==> src/rtl/logic_operand_stage.sv <==
// Issue stage ahead of the combinational logic_controller: 8x8 register file, operand read with
// ext-write bypass, writeback of lu_y and a valid/ready result stream. Optional flags: LOGIC_FLAGS_EN.
module logic_operand_stage #(
    parameter int         NREGS     = 8,
    parameter logic [7:0] RESET_VAL = 8'h00,
    localparam int        AW        = $clog2(NREGS)
) (
    input  logic          clk,
    input  logic          rst,
    input  logic          in_valid,
    output logic          in_ready,
    input  logic [7:0]    in_opcode,
    input  logic [AW-1:0] in_rd,
    input  logic [AW-1:0] in_ra,
    input  logic [AW-1:0] in_rb,
    input  logic          ext_wr_en,
    input  logic [AW-1:0] ext_wr_addr,
    input  logic [7:0]    ext_wr_data,
    output logic [7:0]    lu_opcode,
    output logic [7:0]    lu_a,
    output logic [7:0]    lu_b,
    input  logic [7:0]    lu_y,
    output logic          out_valid,
    input  logic          out_ready,
    output logic [7:0]    out_data,
    output logic [AW-1:0] out_rd,
`ifdef LOGIC_FLAGS_EN
    output logic          out_zero,
    output logic          out_neg,
`endif
    output logic          out_err
);

    localparam logic [7:0] OP_NOT = 8'h07;

    typedef enum logic [1:0] {IDLE, EXEC, RESP} state_t;

    state_t        state_q, state_d;
    logic [7:0]    regs_q [NREGS];
    logic [7:0]    lu_opcode_q, lu_a_q, lu_b_q;
    logic [AW-1:0] rd_q;
    logic [7:0]    out_data_q, out_data_d;
    logic [AW-1:0] out_rd_q;
    logic          out_err_q;
    logic [7:0]    a_d, b_d;
    logic          accept, exec_ok;

    function automatic logic op_ok(input logic [7:0] op);
        return (op >= 8'h01) && (op <= 8'h07);
    endfunction

    // A same-cycle external load to the operand address is forwarded into the latched operand.
    function automatic logic [7:0] read_bypass(input logic [AW-1:0] addr, input logic [7:0] rf_val,
                                               input logic wen, input logic [AW-1:0] waddr,
                                               input logic [7:0] wdata);
        return (wen && (waddr == addr)) ? wdata : rf_val;
    endfunction

    assign accept  = (state_q == IDLE) && in_valid;
    assign exec_ok = op_ok(lu_opcode_q);

    always_comb begin
        a_d = read_bypass(in_ra, regs_q[in_ra], ext_wr_en, ext_wr_addr, ext_wr_data);
        b_d = read_bypass(in_rb, regs_q[in_rb], ext_wr_en, ext_wr_addr, ext_wr_data);
        if (in_opcode == OP_NOT) begin
            b_d = 8'h00;
        end
    end

    assign out_data_d = exec_ok ? lu_y : 8'h00;

    always_ff @(posedge clk or posedge rst) begin
        if (rst) begin
            state_q <= IDLE;
        end else begin
            state_q <= state_d;
        end
    end

    always_comb begin
        state_d = state_q;
        case (state_q)
            IDLE:    if (in_valid)  state_d = EXEC;
            EXEC:                   state_d = RESP;
            RESP:    if (out_ready) state_d = IDLE;
            default:                state_d = IDLE;
        endcase
    end

    always_comb begin
        in_ready  = (state_q == IDLE);
        out_valid = (state_q == RESP);
    end

    // Operand latch (IDLE accept) and result capture / writeback (EXEC)
    always_ff @(posedge clk or posedge rst) begin
        if (rst) begin
            lu_opcode_q <= 8'h00;
            lu_a_q      <= 8'h00;
            lu_b_q      <= 8'h00;
            rd_q        <= '0;
            out_data_q  <= 8'h00;
            out_rd_q    <= '0;
            out_err_q   <= 1'b0;
            for (int i = 0; i < NREGS; i++) begin
                regs_q[i] <= RESET_VAL;
            end
        end else begin
            if (accept) begin
                lu_opcode_q <= in_opcode;
                rd_q        <= in_rd;
                lu_a_q      <= a_d;
                lu_b_q      <= b_d;
            end
            if (state_q == EXEC) begin
                out_data_q <= out_data_d;
                out_rd_q   <= rd_q;
                out_err_q  <= !exec_ok;
            end
            if ((state_q == IDLE) && ext_wr_en) begin
                regs_q[ext_wr_addr] <= ext_wr_data;
            end else if ((state_q == EXEC) && exec_ok) begin
                regs_q[rd_q] <= lu_y;
            end
        end
    end

`ifdef LOGIC_FLAGS_EN
    logic out_zero_q, out_neg_q;

    always_ff @(posedge clk or posedge rst) begin
        if (rst) begin
            out_zero_q <= 1'b0;
            out_neg_q  <= 1'b0;
        end else if (state_q == EXEC) begin
            out_zero_q <= (out_data_d == 8'h00);
            out_neg_q  <= out_data_d[7];
        end
    end

    assign out_zero = out_zero_q;
    assign out_neg  = out_neg_q;
`endif

    assign lu_opcode = lu_opcode_q;
    assign lu_a      = lu_a_q;
    assign lu_b      = lu_b_q;
    assign out_data  = out_data_q;
    assign out_rd    = out_rd_q;
    assign out_err   = out_err_q;

endmodule

==> config.mk <==
export PLATFORM = sky130hd
export DESIGN_NAME = logic_operand_stage
export DESIGN_NICKNAME = d
export VERILOG_FILES = /design/src/rtl/logic_operand_stage.sv
export SDC_FILE = /design/constraint.sdc
export NUM_CORES = 1
export LEC_CHECK = 0
export CAP_MARGIN = 20
export CORE_AREA = 4 4 115 106
export DETAILED_ROUTE_END_ITERATION = 8
export DIE_AREA = 0 0 119 110
export PLACE_DENSITY = 0.77
export SETUP_SLACK_MARGIN = 0.05
export SLEW_MARGIN = 0
export SYNTH_ARGS = -nofsm -noshare
export SYNTH_HDL_FRONTEND = slang
export SYNTH_SLANG_ARGS = --single-unit
==> constraint.sdc <==
create_clock -name clk -period 11.85 [get_ports clk]
set_input_delay 3.555 -clock clk [delete_from_list [all_inputs] [get_ports clk]]
set_output_delay 3.555 -clock clk [all_outputs]
set_load 0.02 [all_outputs]
After elaboration in Yosys (flattened, before gate mapping)
Cells that the tools add are included.
{ "op_classes": {"addsub": 0, "multipliers": 0, "n_div": 0, "magnitude_cmp": 8, "eq_ne": 7, "shift": 0, "mux": 21, "bitwise": 4, "reduce_logical": 12} }
{ "ops": {"columns": ["op", "n"], "rows": [
  ["$bwmux 64", 2],
  ["$mux 64", 2],
  ["$mux 8", 10],
  ["$bmux 8 s3", 2],
  ["$demux 8 s3", 2],
  ["$ge 4x4->1 const B", 4],
  ["$not 3->4", 4],
  ["$eq 8x3->1 const B", 1],
  ["$ge 8x1->1 const B", 1],
  ["$le 8x3->1 const B", 1],
  ["$logic_and 1x1->1", 8],
  ["$lt 4x1->1 const B", 2],
  ["$eq 3x3->1", 2],
  ["$pmux 2 s3", 1],
  ["$mux 2", 2],
  ["$eq 2x1->1 const B", 1],
  ["$eq 2x2->1 const B", 1],
  ["$logic_not 2->1", 1],
  ["$ne 2x1->1 const B", 1],
  ["$ne 2x2->1 const B", 1],
  ["$reduce_and 2->1", 1],
  ["$reduce_bool 2->1", 1],
  ["$logic_not 1->1", 1]
]} }
{ "word_totals": {"regBits": 105, "latch_bits": 0, "ram_bits": 0, "mem_bits_ro": 0, "in_bits": 41, "output_inout_bits": 38, "mem_count": 0} }

Longest topological paths before layout
Gate-level depths: netlist of run 1.
{ "depth": {"word_depth": 8, "mapped_depth": 7, "ltp_nobuf": 4} }

Worst setup path before layout of run 1
OpenSTA, ideal clock, no wires.
{ "synth_path": {"kind": "input to register", "from": "input in_ra[2]", "to": "register lu_a_q[0] (netlist: lu_a[0])", "arrival_ns": 4.924, "t_required_ns": 11.724, "setup_slack_ns": 6.800, "stages": 4, "path_buffers": 1, "path_cell_list": "clkbuf_1 mux4_2 mux2_2 a221o_1"} }
{ "synth_between": {"elab_chain_cells": 5, "word_cells_on_any_way": 7, "cone_classes": "eq/ne (1); mux (4); bitwise (1); reduce/logical (1)"} }
{ "synth_rtl": {"columns": ["element", "line_no", "rtl"], "rows": [
  ["start: declaration", "14", "input logic [AW-1:0] in_ra,"],
  ["$not 3->4 (implied by the code)", "63", "a_d = read_bypass(in_ra, regs_q[in_ra], ext_wr_en, ext_wr_addr, ext_wr_data);"],
  ["$bmux 8 s3", "63", null],
  ["$mux 8 (implied by the code) (2 in a row)", "63", null],
  ["$mux 8 (*)", "56", "return (wen && (waddr == addr)) ? wdata : rf_val;"],
  ["end signal: assignment", "99", "lu_a_q <= 8'h00;"],
  ["end signal: assignment", "112", "lu_a_q <= a_d;"],
  ["end: declaration", "40", "logic [7:0] lu_opcode_q, lu_a_q, lu_b_q;"]
]} }
Every way passes the cells marked *; elsewhere a longest branch is shown, timed or not. The select of a mux whose other input is x is not followed.
A chain may end at the register's enable or synchronous reset.

Worst setup path in the final report of run 1
{ "layout_path": {"from": "input ext_wr_en", "to": "register regs_q[7] (netlist bit)"} }
{ "layout_between": {"elab_chain_cells": 2, "word_cells_on_any_way": 3, "cone_classes": "mux (1); reduce/logical (2)"} }
{ "layout_rtl": {"columns": ["element", "line_no", "rtl"], "rows": [
  ["start: declaration", "16", "input logic ext_wr_en,"],
  ["$logic_and 1x1->1 (*)", "120", "if ((state_q == IDLE) && ext_wr_en) begin"],
  ["$mux 64 or $reduce_bool 2->1 (tied branches)", null, null],
  ["end signal: indexed assignment", "121", "regs_q[ext_wr_addr] <= ext_wr_data;"],
  ["end signal: indexed assignment", "123", "regs_q[rd_q] <= lu_y;"],
  ["end: declaration", "39", "logic [7:0] regs_q [NREGS];"]
]} }
Every way passes the cells marked *; elsewhere a longest branch is shown, timed or not.

==> impl_metrics.ini, run 1 <==
[detailed_routing]
drc = 0
dr_total_vias = 4698
vias_per_cell = 6.571
ant_nets = 0
firstDrtPassIters = 7
drt_iter0_drc = 436
wirelength_um = 16680
detail_route.wl_per_cell_um = 23.33

[final_layout]
area_growth_pct = 17.92
diodes = 0
post_route_cells_drive_above_1_share = 0.09947
nNetsFinal = 599
stdcell_area_um2 = 6825

[clock_network]
clk_path_buf_depth = 2
clk_latency_ns = 0.35
cts_buffers = 9
hold_buffers = 0
cts_resized = 0
post_cts_buffers = 0
clkTransAtPathRegs_ns = 0.07
ctsHtreeMaxLevel = 3
cts_root_buf = clkbuf_16
cts.sinks = 105
cts_tree = yes

[placed_design]
dpl_cell_area_um2 = 6538
dp_hpwl_um = 12230
io_buffers = 78
routabilityCongestion = 0.9299

[worst_setup_path]
path_buf_inv = 1
r2r_end = regs_q[7]$_DFFE_PP0P_
cp-end-kind = register
crit_type = in2reg
r2r_start = state_q[0]$_DFFE_PP0P_
critPathMaxStageDelay_ns = 0.93
r2r_slack_ns = 9.12
cp_data_arrival_time_ns = 6.27
crit_slowest_cell = nor3b_2
crit_chain = clkdlybuf4s50_1, nor3b_2, nor3_2, o22ai_1, o2bb2ai_1
worst_setup_path_start_kind = input port
crit_required_ns = 12.12
crit_fanout = 13
reg2regPathDepth = 4
cp_top_family = simple AND/OR/NAND/NOR gates

[yosys]
synth-compound-area-share = 0.2352
synth_edf_count = 0
netlist_instances = 524
synth_top_area_share = 0.4540
synth_area_leaders = dfrtp_1 (45%), mux4_2 (7.0%), o2bb2ai_1 (6.1%)
ys.flop_type = dfrtp_1
synth_xor_area_frac = 0.009079
synth_nets = 565
yosys.area_share.simple = 0.1193
synth_area_um2 = 5788
avgSynthCellArea_um2 = 11.05
yosysSeqAreaShare = 0.4540
yosysTopAreaCell = dfrtp_1
ys_ff_latch = 105
synth_top_family_by_area = compound AO/OA/AOI/OAI gates
async_flop_share = 1.000
synth_mux_area_frac = 0.1349
yosys.area_share.adder = 0
ys_warn_count = 0
ys_types = 46

[global_route]
use_met1 = 0.3608
grt_pass1_wl_um = 26870
grt_pass1_vias = 4735
grt_util_met3 = 0.1056
grt_overflow_total = 0
grt_busiest_layer = met2
grt.total_usage = 0.2641
use_met2 = 0.4014
antenna_found_initial = 0
grt_max_degree = 74

[timing]
slew_viol_final = 0
rsz0062_at_grt = no
slew_headroom = 0.2566
post-route-period-util = 0.5070
worstMarginPinSlew_ns = 1.110
fmax_mhz = 166.5
clock_skew_ns = 0.01104
tns_ns = 0
period_minus_slack_ns = 6.008
hold_viol_final = 0
finalSetupViolCount = 0

[status]
status = completed

[floorplanning]
dieHeight_um = 110
io_pins = 79
floorplan.initialDensity = 0.5332
fp.dieW_um = 119
rows = 36
dieArea_um2 = 13090
core-area_um2 = 10860

[power_and_ir_drop]
power_per_cell_area_nw_per_um2 = 241.7
vdd.ir_drop.worst_v = 0.0001152
p_leak_nw = 2.778

[job]
max_cap_viol_count = 0

[worst_hold_path]
min_from = lu_b[4]$_DFFE_PP0P_
hold_depth = 2
min_path_type = reg2reg
min_to = lu_b[4]$_DFFE_PP0P_
-- worst register-to-register path: stages (launching register included) --
cell	delay (ns)
dfrtp_1	0.49
nor3b_2	0.95
nor3_2	0.31
o22ai_1	0.71
o2bb2ai_1	0.19
-- kinds of logic (layout without fill, tap and decap cells) --
group	count (synthesis)	in the layout
compound gates	172	172
simple gates	120	120
flops	105	105
xor+xnor	6	6
mux	55	55
buf+inv	66	105
-- cell usage after synthesis, drive strengths merged, types with 2 or more instances --
master and instances:
a21oi 8, a221o 27, a22o 8, a22oi 40, a41oi 2, and2 29, and3 3, and4 2
and4b 3, buf 40, clkbuf 17, dfrtp 105, inv 8, mux2 4, mux2i 33, mux4 18
nand2 41, nand2b 6, nand4 2, nor2 8, nor3 14, nor3b 3, nor4 3, o21ai 21
o22ai 24, o2bb2ai 40, xnor2 6
-- flip-flops by register name, indices dropped and copies added (netlist names) --
name,cells
regs_q,64
lu_a,8
lu_b,8
lu_opcode,8
out_data,8
out_rd,3
rd_q,3
state_q,2
out_err,1
-- cells in the final DEF, fill, tap and decap left out, types with 2 or more instances in the layout --
cell type and n:
a22oi_1 40, mux2i_1 33, inv_1 7, and4b_1 3, a221o_1 27, a22o_1 8, o21ai_0 21, and3_1 3
nor3_1 10, clkdlybuf4s50_1 77, o22ai_1 23, mux2_2 4, clkbuf_16 9, o2bb2ai_1 40, nor2_1 7, a21oi_1 7
buf_4 2, nand2_1 41, inv_6 2, and4_1 2, nor3_2 4, and2_1 29, xnor2_1 6, nor3b_1 2
nand4_1 2, dfrtp_1 105, mux4_2 18, nand2b_1 6
-- layer usage --
layer,routed length [um],part of all wire
met2,7446,0.45
met5,0,0
met4,201,0.012
met3,1810,0.11
met1,7225,0.43
-- layout make-up --
class                   count  area [um2]
clock buffers              11       242.7
multi-input cells         353        2893
well taps                 152       190.2
inverters                   9       36.28
fillers                   877        4030
repair buffers             80       790.8
flip-flops and latches    105        2628
clock inverters             5       45.04
-- worst max path at each step --
stage	slack, ns	end	startpoint	depth (start not counted)
final	5.84	regs_q[7]$_DFFE_PP0P_	ext_wr_en	5
after global routing	5.71	regs_q[2]$_DFFE_PP0P_	ext_wr_en	5
after CTS	5.89	regs_q[0]$_DFFE_PP0P_	ext_wr_en	5
after detailed placement	5.52	regs_q[0]$_DFFE_PP0P_	ext_wr_en	5
after global placement	5.66	regs_q[3]$_DFFE_PP0P_	ext_wr_en	5
after floorplan	5.53	lu_a[0]$_DFFE_PP0P_	rst	1
-- through the flow --
| stage | total power, W | utilization | std cells | setup slack, ns | hold slack [ns] |
|---|---|---|---|---|---|
| after floorplan | 0.001079 | - | 524 | 5.534 | 0.4671 |
| after global placement | 0.001316 | 0.6022 | 699 | 5.658 | 0.4637 |
| after detailed placement | 0.001345 | 0.6022 | 699 | 5.519 | 0.4777 |
| after CTS | 0.001639 | 0.6287 | 715 | 5.890 | 0.4924 |
| after global routing | 0.001734 | 0.6287 | 715 | 5.708 | 0.5036 |
| final | 0.001650 | 0.6287 | 715 | 5.842 | 0.4836 |
-- power breakdown --
group	total, W	internal (W)	switching, W
Combinational	0.000650	0.000330	0.000321
Clock	0.000290	0.000152	0.000138
Sequential	0.000710	0.000520	0.000190
Total	0.00165	0.00100	0.000648
Note: power is estimated with default switching activity, not from simulation.
==> run 2: changes to the inputs <==
CORE_AREA = 4 4 119 110   (was 4 4 115 106)
DIE_AREA = 0 0 123 114   (was 0 0 119 110)
PLACE_DENSITY = 0.75   (was 0.77)
clock period = 5 ns   (was 11.85 ns; I/O delays follow)
==> run 2 against run 1 <==
Setup slack lost 4.6 ns. Via count grew 4.6%. Flip-flop and latch count unchanged. Register-to-register slack worse by 6.7 ns. Highest routed layer unchanged. Clock skew fell by 0.0042 ns. Routed wire length rose by 8.5%. Die area rose by 7.1%. Final cell count increased by 2.1%. Critical path depth grew 1.
==> impl_metrics.ini, run 2 (synthesized netlist as in run 1, its figures left out) <==
[worst_setup_path]
startpoint = ext_wr_en
cp_data_arrival_time_ns = 3.91
crit_fanout = 13
r2r_start = state_q[1]$_DFFE_PP0P_
crit_required_ns = 5.18
crit_type = in2reg
cp-end-kind = register
worst_setup_path_start_kind = input port
r2r_slack_ns = 2.40

[final_layout]
post_route_cells_drive_above_1_share = 0.1105
top_register = regs_q
area_growth_pct = 19.00
nNetsFinal = 606
diodes = 0
fin_cells = 730
layout_common_cells = dfrtp_1 (105), clkdlybuf4s50_1 (77), nand2_1 (41)
fillers = 985
final_common_cell = dfrtp_1
largest_reg_flops = 64

[clock_network]
ctsHtreeMaxLevel = 3
cts.sinks = 105
clk_path_buf_depth = 2
cts_buffers = 9
cts_resized = 0
clkTransAtPathRegs_ns = 0.07
hold_buffers = 0
cts_root_buf = clkbuf_16
clk_latency_ns = 0.35
post_cts_buffers = 0
cts_tree = yes

[detailed_routing]
detail_route.wl_per_cell_um = 24.81
ant_nets = 0
drc = 0
dr_total_vias = 4915
vias_per_cell = 6.733
firstDrtPassIters = 5
wirelength_um = 18110
drt_iter0_drc = 565

[floorplanning]
rows = 38
fp.dieW_um = 123
dieArea_um2 = 14020
core-area_um2 = 11840
dieHeight_um = 114
floorplan.initialDensity = 0.4889
io_pins = 79

[power_and_ir_drop]
vdd.ir_drop.worst_v = 0.0002658
power.total_w = 0.003915
p_leak_nw = 2.819
power_per_cell_area_nw_per_um2 = 568.4

[worst_hold_path]
min_path_type = reg2reg
min_from = lu_b[1]$_DFFE_PP0P_

[global_route]
grt.total_usage = 0.2653
antenna_found_initial = 0
grt_overflow_total = 0
grt_pass1_wl_um = 28090
grt_max_degree = 61
grt_pass1_vias = 4842

[timing]
hold_viol_final = 0
slew_headroom = 0.3033
fmax_mhz = 268.7
rsz0062_at_grt = no
tns_ns = 0
worstMarginPinSlew_ns = 1.032
slew_viol_final = 0
period_minus_slack_ns = 3.722
post-route-period-util = 0.7443
finalSetupViolCount = 0
clock_skew_ns = 0.006846

[placed_design]
io_buffers = 78
dp_hpwl_um = 12450
dpl.cell_count = 713
routabilityCongestion = 0.9360

[job]
max_cap_viol_count = 0

[status]
status = completed
==> run 2: cell count changes in the layout (fill, tap and decap cells not counted), sizes merged <==
cell / change
clkbuf: -1
clkinvlp: -1
bufinv: +1
buf: +7
inv: -3
clkinv: +4
==> run 2: metal layers <==
layer / wire length [um] / up-vias / global-route usage / share of wire
met5: 0 / - / 0 / 0
li1: - / 2104 / - / -
met4: 412 / 0 / 0.07601 / 0.023
met3: 1833 / 47 / 0.05999 / 0.10
met2: 8247 / 295 / 0.3934 / 0.46
met1: 7617 / 2469 / 0.3928 / 0.42
==> run 2: layout make-up <==
| class | count | area, um2 | share of cell area |
|---|---|---|---|
| Clock buffer | 10 | 229.0 | 0.03324 |
| Clock inverter | 6 | 58.81 | 0.008538 |
| Inverter | 9 | 36.28 | 0.005268 |
| Multi-Input combinational cell | 353 | 2893 | 0.4200 |
| Sequential cell | 105 | 2628 | 0.3815 |
| Tap cell | 160 | 200.2 | 0.02906 |
| Timing Repair Buffer | 87 | 843.3 | 0.1224 |
==> run 2: worst paths after layout <==
| path | to | cells after the start |
|---|---|---|
| worst max-delay path | regs_q[58]$_DFFE_PP0P_ | 6 |
| worst min-delay path | lu_b[1]$_DFFE_PP0P_ | 2 |
| worst max register to register | regs_q[28]$_DFFE_PP0P_ | 5 |
| worst min register to register | lu_b[1]$_DFFE_PP0P_ | 2 |
| max in group asynchronous | regs_q[27]$_DFFE_PP0P_ | 3 |
| min in group asynchronous | lu_opcode[4]$_DFFE_PP0P_ | 2 |
==> run 2: worst max-delay path, cell delays in order <==
cell	delay [ns]
clkdlybuf4s50_1	0.49
nor3b_2	0.19
buf_4	0.20
nor4_2	0.76
o22ai_1	0.49
o2bb2ai_1	0.26
==> run 2: report_power, final <==
part | switching [W] | total [W] | internal [W]
logic | 0.000802 | 0.00160 | 0.000794
clock network | 0.000313 | 0.000699 | 0.000386
registers | 0.000387 | 0.00162 | 0.00123
total | 0.00150 | 0.00392 | 0.00241
==> run 2: stage by stage <==
step	hold WS [ns]	setup slack [ns]	cell area (um2)	utilization
after floorplan	0.4671	0.7395	5788	-
after global placement	0.4632	0.9506	6593	0.5569
after detailed placement	0.4731	0.9512	6593	0.5569
after CTS	0.4882	1.283	6880	0.5812
after global routing	0.5101	1.136	6888	0.5818
final	0.4786	1.278	6888	0.5818
